--- src/rtl/game_flow_ctrl.sv ---
// Screen/game-phase sequencer: IDLE -> WAIT -> COUNTDOWN -> GAME (<-> PAUSE) -> SCORE -> IDLE,
// with a one-second divider, a seconds counter and a registered per-state pixel mux.
module game_flow_ctrl #(
    parameter int unsigned CLK_HZ        = 65_000_000,
    parameter int unsigned GAME_TIME     = 60,
    parameter int unsigned COUNTDOWN     = 3,
    parameter int unsigned SCORE_TIMEOUT = 10,
    parameter int unsigned RGB_W         = 12,
    parameter int unsigned T_W           = 8
) (
    input  logic             pclk,
    input  logic             rst_n,
    input  logic             play_clicked,
    input  logic             uart_start,
    input  logic             pause_req,
    input  logic             mouse_clicked_stop,
    input  logic [RGB_W-1:0] rgb_play,
    input  logic [RGB_W-1:0] rgb_wait,
    input  logic [RGB_W-1:0] rgb_countdown,
    input  logic [RGB_W-1:0] rgb_game,
    input  logic [RGB_W-1:0] rgb_score,
    output logic [RGB_W-1:0] rgb_out,
    output logic [2:0]       state,
    output logic [T_W-1:0]   time_left,
    output logic             sec_tick,
    output logic             game_over,
    output logic             play_btn_en
);

    localparam int unsigned DIV_W = (CLK_HZ > 1) ? $clog2(CLK_HZ) : 1;
    localparam logic [DIV_W-1:0] DIV_MAX = DIV_W'(CLK_HZ - 1);
    localparam longint unsigned T_LIMIT = 64'd1 << T_W;
    localparam logic [T_W-1:0] T_GAME  = T_W'(GAME_TIME);
    localparam logic [T_W-1:0] T_COUNT = T_W'(COUNTDOWN);
    localparam logic [T_W-1:0] T_SCORE = T_W'(SCORE_TIMEOUT);

    if (64'(GAME_TIME) >= T_LIMIT || 64'(COUNTDOWN) >= T_LIMIT ||
        64'(SCORE_TIMEOUT) >= T_LIMIT) begin : g_bad_t_w
        $error("game_flow_ctrl: a time parameter does not fit in T_W bits");
    end
    if (CLK_HZ == 0) begin : g_bad_clk_hz
        $error("game_flow_ctrl: CLK_HZ must be at least 1");
    end

    typedef enum logic [2:0] {
        StIdle      = 3'd0,
        StWait      = 3'd1,
        StCountdown = 3'd2,
        StGame      = 3'd3,
        StPause     = 3'd4,
        StScore     = 3'd5
    } st_e;

    st_e              state_q, state_d;
    logic [DIV_W-1:0] div_q, div_d;
    logic [T_W-1:0]   tl_q, tl_d, tl_dec;
    logic             sec_tick_q, sec_tick_d;
    logic             game_over_q, game_over_d;
    logic             btn_q, btn_d;
    logic             start_q, start_d;
    logic             line_q, line_d;
    logic [RGB_W-1:0] rgb_q, rgb_d;

    function automatic logic is_counting(input st_e s);
        return (s == StCountdown) || (s == StGame) || (s == StScore);
    endfunction

    // sec_tick_q mirrors (divider == CLK_HZ-1 in a counting state), so it doubles as the tick.
    always_comb begin
        state_d = state_q;
        tl_d    = tl_q;
        tl_dec  = (tl_q != '0) ? tl_q - T_W'(1) : '0;
        case (state_q)
            StIdle: if (play_clicked) state_d = StWait;
            StWait: begin
                if (play_clicked && (start_q || uart_start)) begin
                    if (COUNTDOWN > 0) begin
                        state_d = StCountdown;
                        tl_d    = T_COUNT;
                    end else begin
                        state_d = StGame;
                        tl_d    = T_GAME;
                    end
                end
            end
            StCountdown: begin
                if (sec_tick_q) begin
                    if (tl_q <= T_W'(1)) begin
                        state_d = StGame;
                        tl_d    = T_GAME;
                    end else begin
                        tl_d = tl_dec;
                    end
                end
            end
            StGame: begin
                // The final tick beats a coincident pause request.
                if (sec_tick_q && tl_q <= T_W'(1)) begin
                    state_d = StScore;
                    tl_d    = '0;
                end else begin
                    if (sec_tick_q) tl_d = tl_dec;
                    if (pause_req) state_d = StPause;
                end
            end
            StPause: if (pause_req) state_d = StGame;
            StScore: begin
                if (mouse_clicked_stop) begin
                    state_d = StIdle;
                end else if (game_over_q) begin
                    tl_d = T_SCORE;
                end else if (sec_tick_q && SCORE_TIMEOUT > 0) begin
                    if (tl_q == T_W'(1)) state_d = StIdle;
                    else tl_d = tl_dec;
                end
            end
            default: state_d = StIdle;
        endcase
        if (state_d == StIdle) tl_d = '0;
    end

    always_comb begin
        div_d = div_q;
        if (state_d != state_q) begin
            // Pause and resume keep the partial second; every other transition restarts it.
            if (state_q == StGame && state_d == StPause) div_d = sec_tick_q ? '0 : div_q;
            else if (state_q == StPause && state_d == StGame) div_d = div_q;
            else div_d = '0;
        end else if (is_counting(state_q)) begin
            div_d = (div_q == DIV_MAX) ? '0 : div_q + DIV_W'(1);
        end
        sec_tick_d  = is_counting(state_d) && (div_d == DIV_MAX);
        game_over_d = (state_q == StGame) && (state_d == StScore);
        btn_d       = (state_d == StIdle) || (state_d == StWait);
        start_d     = (state_q == StWait && state_d == StWait) ? (start_q || uart_start) : 1'b0;
        line_d      = (state_q == StPause && state_d == StPause) ? ~line_q : 1'b0;
        case (state_q)
            StIdle:      rgb_d = rgb_play;
            StWait:      rgb_d = rgb_wait;
            StCountdown: rgb_d = rgb_countdown;
            StGame:      rgb_d = rgb_game;
            StPause:     rgb_d = line_q ? '0 : rgb_game;
            StScore:     rgb_d = rgb_score;
            default:     rgb_d = '0;
        endcase
    end

    always_ff @(posedge pclk or negedge rst_n) begin
        if (!rst_n) begin
            state_q     <= StIdle;
            div_q       <= '0;
            tl_q        <= '0;
            sec_tick_q  <= 1'b0;
            game_over_q <= 1'b0;
            btn_q       <= 1'b1;
            start_q     <= 1'b0;
            line_q      <= 1'b0;
            rgb_q       <= '0;
        end else begin
            state_q     <= state_d;
            div_q       <= div_d;
            tl_q        <= tl_d;
            sec_tick_q  <= sec_tick_d;
            game_over_q <= game_over_d;
            btn_q       <= btn_d;
            start_q     <= start_d;
            line_q      <= line_d;
            rgb_q       <= rgb_d;
        end
    end

    assign state       = state_q;
    assign time_left   = tl_q;
    assign sec_tick    = sec_tick_q;
    assign game_over   = game_over_q;
    assign play_btn_en = btn_q;
    assign rgb_out     = rgb_q;

endmodule
--- config.mk ---
export PLATFORM = sky130hd
export DESIGN_NAME = game_flow_ctrl
export DESIGN_NICKNAME = d
export VERILOG_FILES = /design/src/rtl/game_flow_ctrl.sv
export SDC_FILE = /design/constraint.sdc
export NUM_CORES = 1
export LEC_CHECK = 0
export CAP_MARGIN = 20
export CELL_PAD_IN_SITES_DETAIL_PLACEMENT = 2
export CELL_PAD_IN_SITES_GLOBAL_PLACEMENT = 2
export CORE_ASPECT_RATIO = 1.4
export CORE_MARGIN = 5
export CORE_UTILIZATION = 32
export CTS_BUF_LIST = sky130_fd_sc_hd__clkbuf_4 sky130_fd_sc_hd__clkbuf_8
export DETAILED_ROUTE_END_ITERATION = 16
export PLACE_DENSITY = 0.92
export SYNTH_ARGS = -nofsm -noshare
export SYNTH_HDL_FRONTEND = slang
export SYNTH_SLANG_ARGS = --single-unit
export TNS_END_PERCENT = 1
--- constraint.sdc ---
create_clock -name pclk -period 4.75 [get_ports pclk]
set_clock_uncertainty 0.15 [all_clocks]
set_input_delay 0.7125 -clock pclk [delete_from_list [all_inputs] [get_ports pclk]]
set_output_delay 0.7125 -clock pclk [all_outputs]
set_load 0.02 [all_outputs]
==> results of run 1 <==
## path summary, 6_finish.rpt
kind,cells past startpoint,endpoint
worst max-delay path,8,sec_tick
worst min-delay path,1,line_q
worst max register to register,8,sec_tick
worst min register to register,1,line_q
max in group asynchronous,2,game_over
min in group asynchronous,2,div_q[10]
## cells by family after synthesis
group	count (synthesis)	synth area share
fa+ha+maj	4	0.0132
flops	54	0.357
buf+inv	38	0.0442
compound gates	151	0.266
simple gates	199	0.286
xor+xnor	3	0.00693
mux	10	0.0267
## flip-flops by register name (all words and copies together) (netlist names)
name / count
play_btn_en: 1
time_left: 8
state: 3
rgb_out: 12
div_q: 26
sec_tick: 1
line_q: 1
start_q: 1
game_over: 1
## through the flow
stage          worst slack [ns]  instance area, µm²   util
6_report                   1.05                4910  0.420
5_1_grt                   0.807                4910  0.420
4_1_cts                   0.994                4910  0.420
3_5_place_dp              0.823                4820  0.412
3_3_place_gp               1.10                4820  0.412
2_1_floorplan              1.75                3790      -
## cell usage in the layout (no fill, tap or decap), types with 3 or more instances in the layout
master / instances
sky130_fd_sc_hd__a211oi_1: 5
sky130_fd_sc_hd__o21ai_1: 4
sky130_fd_sc_hd__clkdlybuf4s50_1: 90
sky130_fd_sc_hd__nor3_1: 18
sky130_fd_sc_hd__clkbuf_8: 6
sky130_fd_sc_hd__a211o_1: 4
sky130_fd_sc_hd__a21o_1: 4
sky130_fd_sc_hd__o211ai_1: 11
sky130_fd_sc_hd__and3_1: 9
sky130_fd_sc_hd__o31ai_1: 4
sky130_fd_sc_hd__o21ai_0: 40
sky130_fd_sc_hd__nor2_1: 40
sky130_fd_sc_hd__buf_4: 8
sky130_fd_sc_hd__a31oi_1: 6
sky130_fd_sc_hd__a22oi_1: 8
sky130_fd_sc_hd__mux2i_1: 9
sky130_fd_sc_hd__and4_1: 5
sky130_fd_sc_hd__dfrtp_1: 53
sky130_fd_sc_hd__nand4_1: 8
sky130_fd_sc_hd__nand3_1: 29
sky130_fd_sc_hd__o22ai_1: 4
sky130_fd_sc_hd__xnor2_1: 3
sky130_fd_sc_hd__ha_1: 4
sky130_fd_sc_hd__inv_1: 12
sky130_fd_sc_hd__or3_1: 6
sky130_fd_sc_hd__a21oi_1: 31
sky130_fd_sc_hd__o221ai_1: 5
sky130_fd_sc_hd__nand2_1: 44
sky130_fd_sc_hd__nor2b_1: 3
sky130_fd_sc_hd__nor4_1: 5
sky130_fd_sc_hd__nor3b_1: 7
## power by group
part / switching (mW) / internal [mW]
Clock: 0.174 / 0.118
Sequential: 0.116 / 0.560
Combinational: 1.10 / 0.654
Total: 1.39 / 1.33
## worst reg2reg max path: cells and delay by family (launching register included)
family	cells	cell delay (ns)
AOI/OAI and AO/OA	1	0.28
DFF	1	0.80
and+or+nand+nor	7	2.38
## final cells by class
class | instances | area (µm²)
Tap cell | 147 | 184
Fill cell | 1283 | 6790
Multi-Input combinational cell | 367 | 2270
Inverter | 12 | 45.0
Clock buffer | 6 | 82.6
Clock inverter | 2 | 12.5
Sequential cell | 54 | 1350
Timing Repair Buffer | 99 | 966
## metal layers
| layer | global-route usage | wire length [µm] | vias up |
|---|---|---|---|
| li1 | - | - | 1891 |
| met1 | 0.250 | 5800 | 2069 |
| met2 | 0.423 | 8610 | 139 |
| met3 | 0.0478 | 803 | 44 |
| met4 | 0.0885 | 551 | 0 |
| met5 | 0 | 0 | - |
==> flow_summary.ini, run 1 <==
[clock_tree]
cts_hold_buffers = 0
tritoncts_num_sinks = 54
cts.repair.resized = 0
clkSlewWorstSetupHoldPaths_ns = 0.11
max-clock-path-buffers = 2
tritoncts.num_buffers = 5
cts_max_level = 2
cts_tree = done
cts_root_buffer = sky130_fd_sc_hd__clkbuf_8
insertion_delay_ns = 0.33
post_cts.repair.setup_buffers = 0

[min_path]
hp-class = flip-flop to flip-flop
hold_path_origin = line_q

[place]
placedCellCount = 679
buffer_ports.inserted = 91
routabilityCongestion = 0.870
hpwlAfterDp_um = 12300

[synth]
ys_dominant_reg_cell = sky130_fd_sc_hd__dfrtp_1
synth.most_common_cell = sky130_fd_sc_hd__dfrtp_1
async_flop_share = 1.00
synth-seq-area-share = 0.357
ys_top_cells_by_count = 53 x sky130_fd_sc_hd__dfrtp_1, 44 x sky130_fd_sc_hd__nand2_1, 40 x sky130_fd_sc_hd__nor2_1, 40 x sky130_fd_sc_hd__o21ai_0, 31 x sky130_fd_sc_hd__a21oi_1
synthDominantAreaCellType = sky130_fd_sc_hd__dfrtp_1
synth_enable_flop_cells = 0
synthTopCellsByArea = sky130_fd_sc_hd__dfrtp_1 35%, sky130_fd_sc_hd__o21ai_0 5.3%, sky130_fd_sc_hd__nand2_1 4.4%, sky130_fd_sc_hd__a21oi_1 4.1%, sky130_fd_sc_hd__nor2_1 4.0%
syn-cell-area_um2 = 3790
post_synth_num_cell_types = 73
postSynthNetCount = 529
syn_inst = 459
average_cell_area_after_synthesis_um2 = 8.26
ys_seq_elements = 54
yosysTopAreaCellShare = 0.350
synth_warnings = 0

[worst_setup_path]
critical_path_class = flip-flop to flip-flop
critical_path.max_stage_delay_ns = 0.80
cpLargestDelayFamily = simple AND/OR/NAND/NOR gates
critical_path.slowest_cell = sky130_fd_sc_hd__dfrtp_1
critPathArrivalTime_ns = 3.78
worst-path-max-fanout = 18
startpoint_of_the_lowest_slack_register_to_register_path = state[2]
worstPathRequired_ns = 4.84
crit_path_start_kind = flip-flop
timing.critical_path.to_type = flip-flop
timing.critical_path.from = state[2]
r2r_slack_ns = 1.05
crit_top_cell = sky130_fd_sc_hd__nand2_1
timing.critical_path.cells = nand2b_1 > nand2_1 > nand2_1 > and3b_1 > nor2_2 > a22o_1 > nand4bb_1 > nor4_2
crit_buf_inv = 0

[sta]
timing.slew.headroom = 0.497
setup_viol_count_final = 0
min_period_over_period = 0.779
fin_tns_setup_ns = 0
fmax_ghz = 0.270
finalHoldViolCount = 0
fin_worst_hold_slack_ns = 0.310
timing.final.crit_period_ns = 3.70
max_slew.worst_pin.slew_ns = 0.754
drv_slew = 0
setup_repair_after_global_routing_missed_its_margin = no

[detailed_routing]
drt_first_pass_iters = 4
drt-wirelength-per-cell_um = 22.9
drt_drc_violations_left = 0
detail_route.iter0.violations = 96
route.antenna.remaining_nets = 0
vias_cell = 6.03
routed_via_count = 4143
wirelength_um = 15800

[global_routing]
grt_max_degree = 55
first_global_vias = 4892
grt_overall_usage = 0.230
antenna_violations_before_repair = 0
globalRoute.totalOverflow = 0
wire_length_of_the_first_global_routing_pass_um = 26100

[outcome]
run_status = complete, no violations

[pwr]
total_leakage_power_nw = 1.89
vdd.ir_drop.worst_mv = 0.227
power_density_cells_nw_per_um2 = 554
fin_total_pwr_mw = 2.72

[die]
design.die.area_um2 = 14200
floorplan.io_pins = 92
placementRows = 47
placeableCoreArea_um2 = 11700
initial_utilization = 0.324
die_h_um = 139
die_w_um = 102

[cells_and_area]
area.growth.synth_to_final_pct = 29.6
antenna-diode-count = 0
share_of_cells_above_drive_strength_1 = 0.0704
finalNetCount = 609
final_cell_count_no_fill = 687

[job]
drv_cap = 0
Note: power is estimated with default switching activity, not from simulation.
==> run 2, diff against run 1 <==
- CORE_UTILIZATION: 32 -> 30
- PLACE_DENSITY: 0.92 -> 0.87
- clock period: 4.75 -> 3.43 ns (I/O delays scaled with it)
==> run 2 against run 1 <==
  * Register-to-register slack got worse by 1.0 ns
  * Routed wire length rose by 7.7%
  * Power rose by 57%
  * Flip-flop and latch count did not move
  * Setup slack got worse by 1.0 ns
  * Hold slack got worse by 0.15 ns
  * Final area rose by 6.7%
  * Via count rose by 2.5%
  * Critical path depth rose by 3
  * Highest routed layer unchanged
==> flow_summary.ini, run 2 (synthesis gave the netlist of run 1 again) <==
[global_routing]
first_global_vias = 4862
wire_length_of_the_first_global_routing_pass_um = 26000
grt_max_degree = 55
antenna_violations_before_repair = 0
grt_overall_usage = 0.215
globalRoute.totalOverflow = 0

[detailed_routing]
drt_drc_violations_left = 0
detail_route.iter0.violations = 148
drt_first_pass_iters = 4
wirelength_um = 17000
vias_cell = 5.89
drt-wirelength-per-cell_um = 23.5
routed_via_count = 4245
route.antenna.remaining_nets = 0

[pwr]
power.internal_mw = 2.19
total_leakage_power_nw = 2.04
swShare = 0.489
vdd.ir_drop.worst_mv = 0.331
pwr-share-seq = 0.215
clock_share_of_power = 0.109
power_density_cells_nw_per_um2 = 816
comb_pwr_share = 0.676
total_switching_power_mw = 2.09

[clock_tree]
max-clock-path-buffers = 2
cts_max_level = 2
tritoncts.num_buffers = 5
cts_tree = done
clkSlewWorstSetupHoldPaths_ns = 0.12
insertion_delay_ns = 0.33
tritoncts_num_sinks = 54
cts_root_buffer = sky130_fd_sc_hd__clkbuf_8

[worst_setup_path]
startpoint_of_the_lowest_slack_register_to_register_path = time_left[0]
timing.critical_path.from = time_left[0]
crit_path_start_kind = flip-flop
r2r_slack_ns = 0.04
worstPathRequired_ns = 3.51
timing.critical_path.to_type = flip-flop
critPathArrivalTime_ns = 3.47
critical_path_class = flip-flop to flip-flop
worst_r2r_path_depth = 11
reg2reg_to = sec_tick
worst-path-max-fanout = 14

[die]
placementRows = 48
die_h_um = 143
floorplan.io_pins = 92
initial_utilization = 0.307
die_w_um = 105
placeableCoreArea_um2 = 12400
design.die.area_um2 = 15000

[sta]
setup_viol_count_final = 0
fin_worst_hold_slack_ns = 0.157
fmax_ghz = 0.295
min_period_over_period = 0.989
timing.slew.headroom = 0.502
drv_slew = 0
finalHoldViolCount = 0
max_slew.worst_pin.slew_ns = 0.748
timing.final.crit_period_ns = 3.39

[cells_and_area]
layout_commonest_cell = sky130_fd_sc_hd__clkdlybuf4s50_1
largest_reg_flops = 26
registers.top_by_ff_count = div_q
antenna-diode-count = 0
fin_area_um2 = 5240
top_library_cells_by_usage_in_the_layout_fill_and_taps_aside = 90 x sky130_fd_sc_hd__clkdlybuf4s50_1, 50 x sky130_fd_sc_hd__dfrtp_1, 44 x sky130_fd_sc_hd__nand2_1, 40 x sky130_fd_sc_hd__o21ai_0, 39 x sky130_fd_sc_hd__buf_4
finalNetCount = 640
area.growth.synth_to_final_pct = 38.3
share_of_cells_above_drive_strength_1 = 0.145

[place]
hpwlAfterDp_um = 12700
routabilityCongestion = 0.874
placedInstanceArea_um2 = 4980
buffer_ports.inserted = 91

[outcome]
run_status = complete, no violations

[job]
drv_cap = 0

[min_path]
hp-class = input pin to async pin
==> run 2: final cells by class <==
class / count / area (µm²)
repair buffers: 130 / 1200
inverters: 12 / 45.0
flip-flops and latches: 54 / 1360
clock inverters: 3 / 45.0
well taps: 150 / 188
clock buffers: 5 / 68.8
multi-input cells: 367 / 2340
fillers: 1388 / 7130
==> run 2: per-stage QoR <==
step / worst slack (ns) / setup TNS (ns) / instances / power (mW) / utilization
floorplan: 0.431 / 0 / 459 / 2.49 / -
global placement: 0.111 / 0 / 703 / 3.36 / 0.403
detailed placement: -0.156 / -0.156 / 703 / 3.54 / 0.403
CTS: 0.00797 / 0 / 711 / 4.04 / 0.413
global route: -0.0479 / -0.0479 / 721 / 4.54 / 0.424
finish: 0.0389 / 0 / 721 / 4.28 / 0.424
==> run 2: worst max path at each step <==
stage / end
after floorplan: sec_tick
after global placement: sec_tick
after detailed placement: sec_tick
after CTS: sec_tick
after global routing: sec_tick
final: sec_tick
==> run 2: worst max-delay path: stages, from the launching register on <==
cell	delay, ns
sky130_fd_sc_hd__dfrtp_2	0.41
sky130_fd_sc_hd__inv_1	0.08
sky130_fd_sc_hd__ha_1	0.26
sky130_fd_sc_hd__or2_4	0.28
sky130_fd_sc_hd__a41oi_4	0.20
sky130_fd_sc_hd__nor2_2	0.09
sky130_fd_sc_hd__a2111oi_4	0.45
sky130_fd_sc_hd__o21a_4	0.33
sky130_fd_sc_hd__nand3_2	0.13
sky130_fd_sc_hd__o22ai_1	0.37
sky130_fd_sc_hd__nand4_1	0.19
sky130_fd_sc_hd__nor4_2	0.34
==> run 2: repair_timing <==
action / CTS / global route
buffers inserted: 0 / 10
hold buffers: 0 / 0
pin swaps: 0 / 4
setup endpoints to repair: 1 / 4
gates resized for setup: 2 / 14
gates cloned: 0 / 0
==> run 2: layer usage <==
layer	global-route usage	up-vias	part of all wire
met5	0	-	0
met4	0.0781	0	0.033
met3	0.0475	36	0.050
met2	0.411	124	0.54
met1	0.228	2138	0.37
li1	-	1947	-
==> run 2: power by group through the flow <==
stage | logic, mW | clock network (mW) | registers [mW]
2_1_floorplan | 1.47 | 0 | 1.01
3_3_place_gp | 2.45 | 0 | 0.912
3_5_place_dp | 2.62 | 0 | 0.927
4_1_cts | 2.65 | 0.474 | 0.919
5_1_grt | 3.10 | 0.499 | 0.939
6_report | 2.89 | 0.467 | 0.920
==> run 3, diff against run 2 <==
- CELL_PAD_IN_SITES_DETAIL_PLACEMENT: 2 -> not set
- CELL_PAD_IN_SITES_GLOBAL_PLACEMENT: 2 -> not set
- CORE_UTILIZATION: 30 -> 35
- PLACE_DENSITY: 0.87 -> 0.64
==> run 3 against run 2 <==
  * Setup slack improved by 0.12 ns
  * Non-clock buffer count decreased by 14
  * Sequential power decreased by 0.9%
  * Sequential share of layout area increased by 0.83 points
  * First-iteration DRC count decreased by 14%
  * Fmax increased by 3.5%
  * Largest power group unchanged
  * Clock-buffer cell count unchanged
  * Highest routed layer unchanged
  * Flip-flop and latch count unchanged
  * Global-route usage decreased by 2.2 points
  * Final area decreased by 3.4%
  * Routed wire length decreased by 27%
==> flow_summary.ini, run 3 (synthesis gave the netlist of run 1 again) <==
[detailed_routing]
detail_route.iter0.violations = 128
route.antenna.remaining_nets = 0
vias_cell = 5.83
drt_drc_violations_left = 0
routed_via_count = 4072
drt_first_pass_iters = 5
wirelength_um = 12400
drt-wirelength-per-cell_um = 17.8

[worst_setup_path]
r2r_slack_ns = 0.15
critPathArrivalTime_ns = 3.35
timing.critical_path.to_type = flip-flop
reg2reg_to = sec_tick
worst_r2r_path_depth = 12
critical_path_class = flip-flop to flip-flop
timing.critical_path.cells = inv_1 > ha_1 > or2_1 > and4_1 > o21ai_2 > a31oi_1 > o21a_2 > buf_4 > a31o_1 > a21o_1 > nand4bb_1 > nor4_2
crit_path_start_kind = flip-flop
critical_path.max_stage_delay_ns = 0.43
worstPathRequired_ns = 3.51
worst-path-max-fanout = 11
critical_path.slowest_cell = sky130_fd_sc_hd__dfrtp_1
startpoint_of_the_lowest_slack_register_to_register_path = time_left[0]

[sta]
finalHoldViolCount = 0
timing.final.crit_period_ns = 3.28
min_period_over_period = 0.955
fmax_ghz = 0.305
fin_worst_hold_slack_ns = 0.288
setup_viol_count_final = 0
timing.slew.headroom = 0.553
max_slew.worst_pin.slew_ns = 0.666
drv_slew = 0
fin_tns_setup_ns = 0

[pwr]
power_density_cells_nw_per_um2 = 751
total_leakage_power_nw = 1.98
vdd.ir_drop.worst_mv = 0.328

[min_path]
min_delay_worst_endpoint = line_q
hold_path_origin = line_q
hp-class = flip-flop to flip-flop
min_delay_path_depth = 1

[clock_tree]
cts_tree = done
tritoncts.num_buffers = 5
cts_root_buffer = sky130_fd_sc_hd__clkbuf_8
insertion_delay_ns = 0.32
tritoncts_num_sinks = 54
clkSlewWorstSetupHoldPaths_ns = 0.11
max-clock-path-buffers = 2
post_cts.repair.setup_buffers = 0
cts_max_level = 2

[global_routing]
grt_max_degree = 36
grt_overall_usage = 0.193
globalRoute.totalOverflow = 0
wire_length_of_the_first_global_routing_pass_um = 20600
antenna_violations_before_repair = 0
first_global_vias = 4187

[place]
hpwlAfterDp_um = 9740
routabilityCongestion = 0.915
buffer_ports.inserted = 91
placedCellCount = 689

[die]
initial_utilization = 0.353
placeableCoreArea_um2 = 10800
design.die.area_um2 = 13000
die_h_um = 133
placementRows = 45
floorplan.io_pins = 92
die_w_um = 98.0

[cells_and_area]
registers.top_by_ff_count = div_q
layout.area.seq_um2 = 1350
area.growth.synth_to_final_pct = 33.6
share_of_cells_above_drive_strength_1 = 0.0987
layout_commonest_cell = sky130_fd_sc_hd__clkdlybuf4s50_1
finalNetCount = 626
antenna-diode-count = 0
multi_input_logic_area_um2 = 2280
top_library_cells_by_usage_in_the_layout_fill_and_taps_aside = 90 x sky130_fd_sc_hd__clkdlybuf4s50_1, 53 x sky130_fd_sc_hd__dfrtp_1, 44 x sky130_fd_sc_hd__nand2_1, 40 x sky130_fd_sc_hd__nor2_1, 40 x sky130_fd_sc_hd__o21ai_0
fill_cell_instance_count_of_the_final_layout = 1060
final_cell_count_no_fill = 698
largest_reg_flops = 26

[outcome]
run_status = complete, no violations

[job]
drv_cap = 0
run 3: per-layer routing:
metal / vias to the layer above / track usage / routed length (µm)
met1: 1929 / 0.214 / 4760
met2: 177 / 0.335 / 6330
met4: 0 / 0.0962 / 498
li1: 1923 / - / -
met5: - / 0 / 0
met3: 43 / 0.0534 / 831
run 3: final cells by class:
type	count	share of cell area
multi-input combinational	367	0.451
sequential	54	0.267
timing repair buffer	116	0.216
tap	141	0.0348
clock buffer	5	0.0136
inverter	12	0.00889
clock inverter	3	0.00864
run 3: worst max path at each step:
| stage | depth (start not counted) | slack (ns) | to | startpoint |
|---|---|---|---|---|
| finish | 12 | 0.15 | sec_tick | time_left[0] |
| global route | 11 | -0.01 | sec_tick | time_left[0] |
| CTS | 12 | 0.17 | sec_tick | time_left[0] |
| detailed placement | 12 | 0.07 | sec_tick | uart_start |
| global placement | 12 | 0.13 | sec_tick | uart_start |
| floorplan | 11 | 0.43 | sec_tick | time_left[0] |
run 3: power by group:
part	total (mW)	leakage, nW	internal (mW)	switching (mW)
registers	0.912	0.722	0.776	0.136
clock network	0.453	0.0585	0.219	0.234
logic	2.44	1.20	1.02	1.42
total	3.81	1.98	2.01	1.79
run 3: worst max-delay path: cells and delay by family, from the launching register on:
family          cells  cell delay, ns
compound gates      5            1.08
simple gates        4            0.97
flops               1            0.43
buf+inv             2            0.29
fa+ha+maj           1            0.26
run 3: through the flow:
stage	util	cell area (µm²)	setup slack, ns	power [mW]
after global routing	0.471	5070	-0.0129	4.10
after detailed placement	0.459	4930	0.0666	3.33
after floorplan	-	3790	0.431	2.49
final	0.471	5070	0.155	3.81
after global placement	0.459	4930	0.135	3.29
after CTS	0.470	5050	0.169	3.80
run 3: what timing repair did:
item                                    4_1_cts  5_1_grt
gates resized for setup                       0        2
endpoints found under the setup margin        0        1
endpoints found under the hold margin        19        0
hold buffers                                  1        0
